$ cat config.mk
export PLATFORM = sky130hd
export DESIGN_NAME = id_ex_reg
export DESIGN_NICKNAME = d
export VERILOG_FILES = /design/src/rtl/id_ex_reg.sv
export SDC_FILE = /design/constraint.sdc
export NUM_CORES = 1
export LEC_CHECK = 0
export CORE_UTILIZATION = 47
export CTS_CLUSTER_DIAMETER = 200
export DETAILED_ROUTE_END_ITERATION = 10
export MAX_ROUTING_LAYER = met4
export PLACE_DENSITY_LB_ADDON = 0.2
export SYNTH_ARGS = -nofsm -noshare
export SYNTH_HDL_FRONTEND = slang
export SYNTH_SLANG_ARGS = --single-unit
$ cat constraint.sdc
create_clock -name clk -period 1.5 [get_ports clk]
set_input_delay 0.15 -clock clk [delete_from_list [all_inputs] [get_ports clk]]
set_output_delay 0.15 -clock clk [all_outputs]
set_load 0.05 [all_outputs]
$ cat src/rtl/id_ex_reg.sv
// ID/EX pipeline register: a two-entry elastic stage (main + skid) between
// the decode and ALU handshakes. It captures the ALU operands when an entry
// is accepted.
// Optional build macro: ID_EX_FORWARDING_EN. When it is defined, the
// EX/MEM writeback bypass (fwd_*) is applied at capture. When it is not
// defined, the fwd_* inputs are ignored.
module id_ex_reg (
  input  logic        clk,
  input  logic        reset,
  input  logic        s_valid,
  output logic        s_ready,
  input  logic [31:0] s_rs_data,
  input  logic [31:0] s_rt_data,
  input  logic [31:0] s_imm,
  input  logic [4:0]  s_rs,
  input  logic [4:0]  s_rt,
  input  logic [4:0]  s_rd,
  input  logic        s_alu_src,
  input  logic [3:0]  s_alu_control,
  input  logic        s_reg_write,
  input  logic        flush,
  output logic        m_valid,
  input  logic        m_ready,
  output logic [31:0] in1,
  output logic [31:0] in2,
  output logic [3:0]  aluControl,
  output logic [4:0]  m_rd,
  output logic        m_reg_write,
  input  logic        fwd_valid,
  input  logic [4:0]  fwd_rd,
  input  logic [31:0] fwd_data
);

  typedef struct packed {
    logic [31:0] in1;
    logic [31:0] in2;
    logic [3:0]  alu;
    logic [4:0]  rd;
    logic        rw;
  } entry_t;

  entry_t main_q, main_d, skid_q, skid_d, new_entry;
  logic   main_valid_q, main_valid_d;
  logic   skid_valid_q, skid_valid_d;
  logic   s_ready_q, s_ready_d;
  logic   accept;

  // Build the entry that would be captured from the decode side this cycle
  always_comb begin
    new_entry.in1 = s_rs_data;
    new_entry.in2 = s_alu_src ? s_imm : s_rt_data;
    new_entry.alu = s_alu_control;
    new_entry.rd  = s_rd;
    new_entry.rw  = s_reg_write;
`ifdef ID_EX_FORWARDING_EN
    if (fwd_valid && (fwd_rd != 5'd0) && (fwd_rd == s_rs))
      new_entry.in1 = fwd_data;
    if (!s_alu_src && fwd_valid && (fwd_rd != 5'd0) && (fwd_rd == s_rt))
      new_entry.in2 = fwd_data;
`endif
  end

`ifndef ID_EX_FORWARDING_EN
  // The bypass inputs stay on the port list in both builds; fold them into
  // a single dead net so that they are visibly consumed.
  logic unused_fwd;
  assign unused_fwd = ^{fwd_valid, fwd_rd, fwd_data};
`endif

  assign accept = s_valid && s_ready_q;

  // Next-state for the two entries; the skid always drains ahead of new data
  always_comb begin
    main_d       = main_q;
    skid_d       = skid_q;
    main_valid_d = main_valid_q;
    skid_valid_d = skid_valid_q;
    if (flush) begin
      main_valid_d = 1'b0;
      skid_valid_d = 1'b0;
    end else if (!main_valid_q || m_ready) begin
      if (skid_valid_q) begin
        main_d       = skid_q;
        main_valid_d = 1'b1;
        skid_valid_d = 1'b0;
      end else if (accept) begin
        main_d       = new_entry;
        main_valid_d = 1'b1;
      end else begin
        main_valid_d = 1'b0;
      end
    end else if (accept) begin
      skid_d       = new_entry;
      skid_valid_d = 1'b1;
    end
    s_ready_d = !skid_valid_d;
  end

  // State registers with synchronous reset
  always_ff @(posedge clk) begin
    if (reset) begin
      main_q       <= '0;
      skid_q       <= '0;
      main_valid_q <= 1'b0;
      skid_valid_q <= 1'b0;
      s_ready_q    <= 1'b1;
    end else begin
      main_q       <= main_d;
      skid_q       <= skid_d;
      main_valid_q <= main_valid_d;
      skid_valid_q <= skid_valid_d;
      s_ready_q    <= s_ready_d;
    end
  end

  assign s_ready     = s_ready_q;
  assign m_valid     = main_valid_q;
  assign in1         = main_q.in1;
  assign in2         = main_q.in2;
  assign aluControl  = main_q.alu;
  assign m_rd        = main_q.rd;
  assign m_reg_write = main_q.rw;

endmodule

==> flow_summary_export.csv <==
group,metric,value,unit
synth,ys_seq_area_share,41.7,%
clock_tree,cts.sinks,151,
pwr,p_int,7430,uW
layout,seqCellArea,3030,um2
placement,dpl_cell_area,9180,um2
clock_tree,cts_tree,"built",
critical_path,crit_path_end_kind,"flop",
critical_path,crit_buf_inv,1,
clock_tree,cts_root_buffer,"clkbuf_16",
detailed_routing,wirelength,21400,um
synth,syn-cell-area,7240,um2
floorplan,die-area,15900,um2
detailed_routing,vias,6956,
global_route,grt_pass1_vias,6764,
clock_tree,cts_resized,0,
critical_path,cp-start-kind,"flop",
detailed_routing,wl_per_cell,19.0,um
pwr,power_frac_comb,18.1,%
synth,yosys_warnings,0,
floorplan,io_pins,236,
layout,fin_cells,1130,
timing,post-route-min-period,1.45,ns
critical_path,cp_slowest_cell,"dfxtp_4",
pwr,power.clock.fraction,41.0,%
layout,area_delta_synth_final,34.9,%
synth,synth_area_leader_cell,"dfxtp_1",
floorplan,num_rows,45,
pwr,power_density,1060,nW/um2
synth,syn_inst,784,
layout,drive_gt1_share,25.2,%
outcome,status,"finished clean",
layout,multi_input_area,3710,um2
pwr,ir_drop,0.800,mV
global_route,grt_pass1_wl,34200,um
critical_path,cp.arrival,1.73,ns
synth,synthFlopType,"dfxtp_1",
job,drv_cap,0,
clock_tree,cts_hold_buffers,0,
timing,fin_skew,0.0109,ns
detailed_routing,drt-pass1-iter-count,6,
layout,num_antenna_cells,0,
synth,synth_common_cells,"dfxtp_1, nor3_1, a21oi_1, o21ai_1, mux2_2",
pwr,netSwitchingPower,2940,uW
global_route,grt-ovfl-total,0,
critical_path,criticalPathCategory,"reg2reg",
synth,synth_top_area_share,41.7,%
pwr,swShare,28.3,%
synth,yosys-top-cells-area,"dfxtp_1, mux2_2, nor3_1",
clock_tree,clk_pin_slew,0.06,ns
synth,avgSynthCellArea,9.24,um2
global_route,grt_max_degree,65,
synth,synth_cell_type_count,29,
timing,finalMaxSlewViolations,0,
placement,routabilityCongestion,0.802,
floorplan,die_h,126,um
timing,slew_headroom,55.0,%
clock_tree,h-tree-depth,4,
floorplan,start_util,47.8,%
floorplan,coreArea,15100,um2
clock_tree,insertion_delay,0.42,ns
global_route,antenna_found_initial,0,
clock_tree,post_cts_buffers,0,
critical_path,crit_path_max_fanout,15,
critical_path,cp_slowest_stage_delay,0.44,ns
timing,max_freq,689,MHz
detailed_routing,ant_nets,0,
synth,async_flop_share,0,%
clock_tree,numCtsBuffers,17,
layout,finalNetCount,1089,
timing,final-hold-violation-count,0,
floorplan,die-width,126,um
detailed_routing,drt_iter0_drc,502,
pwr,seqPwrFrac,40.9,%
timing,setup_violations,0,
placement,numPortBuffers,187,
pwr,fin_total_pwr,10400,uW
detailed_routing,vias_per_cell,6.16,
placement,hpwl,14000,um
synth,syn_nets,944,
clock_tree,clock_path_buffers,2,
global_route,grtUsageTotal,27.6,%
critical_path,cp_top_family,"flip-flops",
min_path,hp-class,"in2reg",
detailed_routing,drc,0,
synth,synth_edf_count,0,
critical_path,worstPathRequired,1.78,ns
pwr,power_leakage,0.00339,uW
timing,worst_pin_slew,0.676,ns
layout,finalInstanceArea,9770,um2
synth,yosysMostFrequentCell,"dfxtp_1",
layout,nFillCells,1192,
synth,yosys_register_bits,151,
timing,final.period_utilization,96.8,%
critical_path,path_cells,"buf_12 -> mux2_1 -> nor4_1 -> nor3_1",
placement,dp.cells,1098,
worst reg2reg max path: cells and delay by family, from the launching register on:
family	cells	cell delay, ns
buf+inv	1	0.17
simple gates	2	0.36
mux	1	0.34
flops	1	0.44
state kept, by name, indices dropped and copies added, names as in the netlist:
name / count
s_ready: 1
skid_valid_q: 1
aluControl: 4
in2: 32
skid_q: 74
m_rd: 5
in1: 32
m_reg_write: 1
m_valid: 1
metal layers:
layer | part of all wire, % | GRT usage [%] | up-vias
met4 | 2.2 | 10.9 | 0
met5 | 0 | - | -
li1 | - | - | 3261
met2 | 49 | 45.9 | 310
met3 | 5.6 | 4.76 | 40
met1 | 43 | 33.1 | 3345
final timing paths:
kind         slack (ns)                     from  cells after the start                          to
max                0.05  skid_valid_q$_SDFF_PP0_                      4  aluControl[2]$_SDFFE_PP0P_
min reg2reg        0.47     in2[14]$_SDFFE_PP0P_                      2        in2[14]$_SDFFE_PP0P_
min                0.24                    reset                      3     skid_q[19]$_SDFFE_PP0P_
max reg2reg        0.05  skid_valid_q$_SDFF_PP0_                      4  aluControl[2]$_SDFFE_PP0P_
layout by cell type (no fill, tap or decap), drive strengths merged, types with 3 or more instances in the layout:
cell           instances
o21ai                 74
o311ai                32
mux2                  74
clkdlybuf4s50        109
a21oi                 75
a31oi                 42
clkinv                 3
inv                    7
mux2i                 32
nand3                 42
clkinvlp               4
nor3                 106
nor4                  42
clkbuf                19
buf                  118
dfxtp                151
area by class of cell:
cell class                      instances  share of cell area (%)
Tap cell                              188                    2.41
Multi-Input combinational cell        529                    37.9
Timing Repair Buffer                  227                    22.5
Clock inverter                         13                    1.49
Inverter                                3                   0.115
Clock buffer                           19                    4.53
Sequential cell                       151                    31.0
power by group through the flow:
stage	registers, uW	clock network (uW)	logic [uW]
6_report	4250	4250	1880
5_1_grt	4260	4500	1980
4_1_cts	4250	4310	1870
2_1_floorplan	4760	0	671
3_3_place_gp	4330	0	1830
3_5_place_dp	4330	0	1860
stage by stage:
step | TNS [ns] | hold WS [ns] | setup slack [ns] | util (%)
floorplan | 0 | 0.298 | 0.0157 | -
global placement | -20.95 | 0.463 | -0.264 | 60.6
detailed placement | -27.72 | 0.462 | -0.323 | 60.6
CTS | 0 | 0.212 | 0.0328 | 64.5
global route | -0.000361 | 0.243 | -0.000361 | 64.5
finish | 0 | 0.237 | 0.0481 | 64.5
logic make-up after synthesis:
kind of cell | after synthesis | synth area share, %
multiplexers | 106 | 15.9
AND/OR/NAND/NOR | 198 | 16.7
flip-flops | 151 | 41.7
AO/OA/AOI/OAI | 225 | 18.0
buffers and inverters | 104 | 7.65
No activity file was read; power rests on OpenSTA's default activity.
